### src/rtl/kb_pkg.sv
// Shared types and helpers for the 4x4 keypad scanner.
//   kb_state_t  : committed key state (released / pressed)
//   cand_kind_t : classification of one completed scan
//   cand_t      : scan candidate, kind plus key code (code is 0 unless kind is ONE)
//   kb_code()   : maps a (row, col) position to its key code
package kb_pkg;

   localparam int unsigned KB_ROWS    = 4;
   localparam int unsigned KB_COLS    = 4;
   localparam int unsigned KBCODE_WID = 5;

   typedef enum logic {
      S_REL,
      S_PRS
   } kb_state_t;

   typedef enum logic [1:0] {
      CAND_NONE,
      CAND_ONE,
      CAND_MULTI
   } cand_kind_t;

   typedef struct packed {
      cand_kind_t  kind;
      logic [3:0]  code;
   } cand_t;

   // Layout: r0 = 1 2 3 A, r1 = 4 5 6 B, r2 = 7 8 9 C, r3 = * 0 # D
   // with A-D = 10-13, * = 14, # = 15.
   function automatic logic [3:0] kb_code(input logic [1:0] row, input logic [1:0] col);
      logic [3:0] code;
      unique case ({row, col})
         4'h0:    code = 4'd1;
         4'h1:    code = 4'd2;
         4'h2:    code = 4'd3;
         4'h3:    code = 4'd10;
         4'h4:    code = 4'd4;
         4'h5:    code = 4'd5;
         4'h6:    code = 4'd6;
         4'h7:    code = 4'd11;
         4'h8:    code = 4'd7;
         4'h9:    code = 4'd8;
         4'ha:    code = 4'd9;
         4'hb:    code = 4'd12;
         4'hc:    code = 4'd14;
         4'hd:    code = 4'd0;
         4'he:    code = 4'd15;
         default: code = 4'd13;
      endcase
      return code;
   endfunction

endpackage

### src/rtl/kb_sync2.sv
// Two-flop synchroniser for asynchronous inputs.
//   clk : system clock
//   rst : synchronous active-high reset; both stages reset to all-ones (idle columns)
//   d   : asynchronous input bus
//   q   : synchronised output bus
module kb_sync2 #(
   parameter int unsigned WIDTH = 4
) (
   input  logic             clk,
   input  logic             rst,
   input  logic [WIDTH-1:0] d,
   output logic [WIDTH-1:0] q
);

   logic [WIDTH-1:0] r_meta;
   logic [WIDTH-1:0] r_sync;

   always_ff @(posedge clk) begin
      if (rst) begin
         r_meta <= '1;
         r_sync <= '1;
      end else begin
         r_meta <= d;
         r_sync <= r_meta;
      end
   end

   assign q = r_sync;

endmodule

### src/rtl/keypad_scanner.sv
// 4x4 matrix keypad scanner with synchroniser and scan-level debounce.
//   clk         : system clock
//   rst         : synchronous active-high reset
//   col_in      : keypad columns, active-low, asynchronous
//   row_out     : keypad row drive, active-low, one row low at a time
//   kb_idx      : [4] key held, [3:0] last committed key code
//   key_pressed : one-cycle pulse for every newly committed key
module keypad_scanner
   import kb_pkg::*;
#(
   parameter int unsigned SCAN_DIV       = 50_000,
   parameter int unsigned DEBOUNCE_SCANS = 4
) (
   input  logic                  clk,
   input  logic                  rst,
   input  logic [KB_COLS-1:0]    col_in,
   output logic [KB_ROWS-1:0]    row_out,
   output logic [KBCODE_WID-1:0] kb_idx,
   output logic                  key_pressed
);

   localparam int unsigned DIV_W  = (SCAN_DIV > 1) ? $clog2(SCAN_DIV) : 1;
   localparam int unsigned STAB_W = $clog2(DEBOUNCE_SCANS + 1);
   localparam logic [DIV_W-1:0]  DIV_LAST = DIV_W'(SCAN_DIV - 1);
   localparam logic [STAB_W-1:0] STAB_MAX = STAB_W'(DEBOUNCE_SCANS);

   logic [KB_COLS-1:0]         w_col_s;
   logic [DIV_W-1:0]           r_div_cnt;
   logic [1:0]                 r_row_sel;
   logic [KB_ROWS*KB_COLS-1:0] r_keymap;
   cand_t                      r_last_cand;
   logic [STAB_W-1:0]          r_stab_cnt;
   kb_state_t                  r_state;
   logic [KBCODE_WID-1:0]      r_kb_idx;
   logic                       r_key_pressed;

   logic                       w_wrap;
   logic                       w_scan_end;
   logic [KB_ROWS*KB_COLS-1:0] w_map_next;
   cand_t                      w_cand;
   logic                       w_same;
   logic [STAB_W-1:0]          w_stab_d;
   logic                       w_stable;

   kb_sync2 #(
      .WIDTH (KB_COLS)
   ) u_sync (
      .clk (clk),
      .rst (rst),
      .d   (col_in),
      .q   (w_col_s)
   );

   assign w_wrap     = (r_div_cnt == DIV_LAST);
   assign w_scan_end = w_wrap && (r_row_sel == 2'd3);

   // Map as it will look after this cycle's sample, so the row-3 sample is
   // classified in the same cycle it is taken.
   always_comb begin
      w_map_next = r_keymap;
      w_map_next[r_row_sel*KB_COLS +: KB_COLS] = ~w_col_s;
   end

   always_comb begin
      logic [4:0] n_set;
      n_set       = '0;
      w_cand.kind = CAND_NONE;
      w_cand.code = 4'd0;
      for (int r = 0; r < KB_ROWS; r++) begin
         for (int c = 0; c < KB_COLS; c++) begin
            if (w_map_next[r*KB_COLS + c]) begin
               n_set       = n_set + 5'd1;
               w_cand.code = kb_code(2'(r), 2'(c));
            end
         end
      end
      if (n_set == 5'd1) begin
         w_cand.kind = CAND_ONE;
      end else if (n_set > 5'd1) begin
         w_cand.kind = CAND_MULTI;
         w_cand.code = 4'd0;
      end else begin
         w_cand.code = 4'd0;
      end
   end

   assign w_same = (w_cand == r_last_cand);

   always_comb begin
      w_stab_d = r_stab_cnt;
      if (w_cand.kind == CAND_MULTI) begin
         w_stab_d = '0;
      end else if (w_same) begin
         if (r_stab_cnt < STAB_MAX) begin
            w_stab_d = r_stab_cnt + STAB_W'(1);
         end
      end else begin
         w_stab_d = STAB_W'(1);
      end
   end

   assign w_stable = (w_cand.kind != CAND_MULTI) && (w_stab_d == STAB_MAX);

   // Row timer, sampling and debounce state.
   always_ff @(posedge clk) begin
      if (rst) begin
         r_div_cnt   <= '0;
         r_row_sel   <= 2'd0;
         r_keymap    <= '0;
         r_last_cand <= '{kind: CAND_NONE, code: 4'd0};
         r_stab_cnt  <= '0;
      end else if (w_wrap) begin
         r_div_cnt <= '0;
         r_row_sel <= r_row_sel + 2'd1;
         r_keymap  <= w_map_next;
         if (w_scan_end) begin
            r_stab_cnt <= w_stab_d;
            if ((w_cand.kind != CAND_MULTI) && !w_same) begin
               r_last_cand <= w_cand;
            end
         end
      end else begin
         r_div_cnt <= r_div_cnt + DIV_W'(1);
      end
   end

   // Commit FSM with registered outputs.
   always_ff @(posedge clk) begin
      if (rst) begin
         r_state       <= S_REL;
         r_kb_idx      <= '0;
         r_key_pressed <= 1'b0;
      end else begin
         r_key_pressed <= 1'b0;
         if (w_scan_end && w_stable) begin
            unique case (r_state)
               S_REL: begin
                  if (w_cand.kind == CAND_ONE) begin
                     r_state       <= S_PRS;
                     r_kb_idx      <= {1'b1, w_cand.code};
                     r_key_pressed <= 1'b1;
                  end
               end
               S_PRS: begin
                  if (w_cand.kind == CAND_NONE) begin
                     r_state     <= S_REL;
                     r_kb_idx[4] <= 1'b0;
                  end else if (w_cand.code != r_kb_idx[3:0]) begin
                     r_kb_idx      <= {1'b1, w_cand.code};
                     r_key_pressed <= 1'b1;
                  end
               end
               default: r_state <= S_REL;
            endcase
         end
      end
   end

   assign row_out     = ~(4'b0001 << r_row_sel);
   assign kb_idx      = r_kb_idx;
   assign key_pressed = r_key_pressed;

endmodule

### config.mk
export PLATFORM = sky130hd
export DESIGN_NAME = keypad_scanner
export DESIGN_NICKNAME = d
export VERILOG_FILES = /design/src/rtl/kb_pkg.sv /design/src/rtl/kb_sync2.sv /design/src/rtl/keypad_scanner.sv
export SDC_FILE = /design/constraint.sdc
export NUM_CORES = 1
export LEC_CHECK = 0
export BUFFER_PORTS_ARGS = -buffer_cell sky130_fd_sc_hd__clkbuf_2
export CAP_MARGIN = 20
export CORE_MARGIN = 4
export CORE_UTILIZATION = 58
export CTS_CLUSTER_DIAMETER = 50
export DETAILED_ROUTE_END_ITERATION = 10
export PLACE_DENSITY = 0.78
export SLEW_MARGIN = 10
export SYNTH_ARGS = -nofsm -noshare
export SYNTH_HDL_FRONTEND = slang
export SYNTH_SLANG_ARGS = --single-unit
### constraint.sdc
create_clock -name clk -period 10.7 [get_ports clk]
set_input_delay 1.605 -clock clk [delete_from_list [all_inputs] [get_ports clk]]
set_output_delay 1.605 -clock clk [all_outputs]
set_load 0.01 [all_outputs]
==> parameters.txt <==
Parameter                              Value

Run status
  Run status    complete, no violations

Die
  Initial core utilization    60.65%
  Die H    104.2 microns
  Width of the die    104.2 microns
  Core region area    0.008848 sq mm
  Number of primary I/O pins    16
  Core Rows    34
  Die outline area    around 0.011 sq mm

Timing
  Number of failing hold endpoints at the final stage    0
  Final critical delay including setup and external delays    10330 ps
  Worst rel slew slack    around 34%
  Worst-case setup margin in the final layout    365.3 ps
  Fmax    96.76 MHz
  Period utilisation layout    a little over nine tenths
  Transition time at the pin with the least slew margin    978.5 ps
  Setup violation total in the final timing report    0
  Max Clock Skew    4.582 ps
  Final-report max-slew violation count    0
  Hold slack final    411.2 ps

Critical path
  Data arrival time of the critical path    10510 ps
  Cell with the largest stage delay on the worst path    or4b_4
  Slack of the worst reg-to-reg path    around 370 ps
  Cell type with the highest occurrence count on the critical path    ha_1
  Peak fanout along the critical path    5
  Longest individual stage delay on the worst path    around 600 ps
  Crit Reg-Reg Endpoint    kb_idx[0]$_SDFFE_PP0P_
  Category of the worst setup path capture point    flip-flop
  Worst Setup Start Kind    flip-flop
  Reg-to-Reg Start    r_row_sel[0]$_SDFFE_PP0P_
  CP Data Required Time    approximately 11000 ps
  Depth of the worst register-to-register path    between 50 and 60
  Setup CP Type    reg2reg

Routing
  Final wirelength    13920 microns
  Detailed-route vias per instance    6.341
  Number of DRC markers in iteration 0    281
  Post-detailed-route wirelength per cell    17.21 microns
  Number of iterations in the first detailed-routing pass    5
  Post-route ant nets    0
  Remaining routing DRC violations    0
  Count of vias placed by the detailed router    between 5000 and 6000

Layout
  Number of nets in the layout    725
  Final antenna diode count    0
  Utilization after layout    a little over two thirds
  Fillcell total    690
  Area Overhead vs Synth    16.72%
  Ratio of cells with drive above 1 in the final layout    25.39%
  Final standard cell area without fillers    0.006264 sq mm

Pwr
  Power density of the placed cells    88.42 mW/mm^2
  Tot Pwr    0.5538 mW
  Power dissipated by switching net loads    0.1516 mW
  Cell internal power dissipation    0.4022 mW
  Leakage    2.365 nW
  Max VDD drop    0.1114 mV
  Power share of the clock group    40.4%
  Net Sw Frac    a little over a quarter
  Proportion of power drawn by flip-flops and latches    39.8%
  Part of the total power dissipated in combinational logic    19.8%

Synthesis
  Synth warn    0
  Top cell types by occurrence after synthesis    nor2_1, dfxtp_1, nand2_1
  Post-Syn Area    0.005366 sq mm
  #FFs+latches synth    58
  Synthesized instance count    660
  Proportion of netlist area held by the largest area contributor    21.64%
  Number of enable-type register cells in the synthesized netlist    0
  Net count of the mapped netlist    a little under 700
  Area leader, netlist    dfxtp_1
  Post-Syn Area per Cell    8.131 sq um
  Cells taking the most area after synthesis    dfxtp_1, xnor2_1, nor2_1
  Most used flip-flop cell after synthesis    dfxtp_1
  Synth unique cells    87
  Library cell with the highest instance count after synthesis    nor2_1
  Async set or reset register ratio after synthesis    0%
  Post-synthesis sequential area ratio    a little over a fifth

Global route
  Aggregate global-route resource usage    24.67%
  Global-route wire length before repair    around 23000 microns
  Antenna violations before repair    0
  Via count of the first global-routing pass    4796
  Maximum number of pins on one net before global-route repair    45
  Overflow after GRT    0

Clock tree
  Clock slew at reported path FFs    70 ps
  Count of clock tree sinks    58
  Worst skew pair latency    330 ps
  H-tree depth    3
  Number of buffers on the longest clock path    2
  Clock root cell    clkbuf_8
  Clock tree from TritonCTS    done
  Number of CTS-inserted buffers    9

Placement
  Port-buffer cells    15
  Post-DP HPWL    just over 10000 microns
  Cell area reported after detailed placement    between 0.005 and 0.006 sq mm
  Gpl congestion    about 0.93
  Worst setup slack after placement    -286.1 ps

Min path
  Sink of the worst hold path    u_sync.q[3]$_SDFF_PP1_
  Instance count along the most critical hold path    1
  Hold path startpoint    u_sync.r_meta[3]$_SDFF_PP1_
  Type of the tightest min-delay check    reg2reg

Flow run
  Maximum Capacitance Violations    0
[area by class of cell]
cell class | count | area [sq um] | share of cell area (%)
multi-input combinational | 554 | 4310 | 68.82
sequential | 58 | 1162 | 18.56
timing repair buffer | 52 | 352.8 | 5.633
clock buffer | 10 | 137.6 | 2.197
tap | 108 | 135.1 | 2.157
inverter | 21 | 85.08 | 1.358
clock inverter | 6 | 80.08 | 1.278
[placed cells by master, fill, tap and decap left out, drive strengths merged, types with 7 or more instances in the layout]
cell / Yosys / final
buf: 10 / 37
ha: 23 / 23
xor2: 19 / 19
nand3: 17 / 17
nor4: 10 / 10
o21a: 7 / 7
clkbuf: 17 / 25
or2: 12 / 12
inv: 21 / 20
a31o: 8 / 8
nand2: 42 / 42
and2: 8 / 8
a21o: 10 / 10
nand2b: 8 / 8
and3: 10 / 10
mux2i: 12 / 12
nor3: 25 / 25
a21oi: 30 / 30
a211oi: 23 / 23
dfxtp: 58 / 58
o21ai: 32 / 32
xnor2: 48 / 48
a31oi: 19 / 19
nor2: 81 / 81
nor2b: 15 / 15
[metal layers]
layer	vias up	track usage, %	share of wire, %	routed length (microns)
li1	2499	-	-	-
met4	0	7.597	1.7	237
met3	24	2.607	4.4	611
met5	-	0	0	0
met2	150	42.76	49	6852
met1	2457	32.21	45	6219
[how the worst max path moves through the flow]
stage / startpoint / end / slack, ps / depth (start not counted)
global placement: r_row_sel[1]$_SDFFE_PP0P_ / kb_idx[2]$_SDFFE_PP0P_ / 100 / 51
finish: r_row_sel[0]$_SDFFE_PP0P_ / kb_idx[0]$_SDFFE_PP0P_ / 370 / 54
global route: r_row_sel[0]$_SDFFE_PP0P_ / kb_idx[0]$_SDFFE_PP0P_ / -260 / 54
CTS: r_row_sel[1]$_SDFFE_PP0P_ / kb_idx[1]$_SDFFE_PP0P_ / 5 / 51
detailed placement: r_row_sel[1]$_SDFFE_PP0P_ / kb_idx[2]$_SDFFE_PP0P_ / -290 / 52
floorplan: r_row_sel[0]$_SDFFE_PP0P_ / kb_idx[0]$_SDFFE_PP0P_ / 2 / 55
[power groups by stage]
stage	clock [mW]	combinational (mW)	sequential, mW
final	0.224	0.110	0.220
after global routing	0.235	0.120	0.221
after CTS	0.225	0.0964	0.220
after detailed placement	0	0.0943	0.225
after global placement	0	0.0925	0.225
after floorplan	0	0.0749	0.224
[logic make-up after synthesis]
family,synth area share [%]
compound gates,25.41
xor+xnor,14.62
fa+ha+maj,5.549
buf+inv,3.847
flops,21.64
mux,2.238
simple gates,26.70
[sequential cells by signal, summed over array words and instances, names as in the netlist, named ones only]
| register | count |
|---|---|
| r_row_sel | 2 |
| key_pressed | 1 |
| r_div_cnt | 16 |
| r_last_cand | 6 |
| r_stab_cnt | 3 |
| kb_idx | 5 |
| r_keymap | 16 |
| u_sync.q | 4 |
| u_sync.r_meta | 4 |
[timing repair]
action | CTS | global route
gates resized for setup | 11 | 48
setup buffers | 1 | 13
endpoints found under the setup margin | 13 | 16
hold endpoints to repair | 0 | 0
pin swaps | 3 | 37
hold buffers | 0 | 0
[worst max-delay path: cells and delay by family, from the launching register on]
| family | cells | cell delay [ps] |
|---|---|---|
| compound gates | 19 | 3050 |
| xor+xnor | 6 | 920 |
| fa+ha+maj | 8 | 1970 |
| buf+inv | 5 | 630 |
| flops | 1 | 320 |
| mux | 2 | 240 |
| simple gates | 14 | 3020 |
[per-stage QoR]
step,TNS [ps],cells
finish,0,809
CTS,0,796
floorplan,0,660
detailed placement,-1970,779
global route,-1872,809
global placement,0,779
Power figures use the tool's default switching activity.
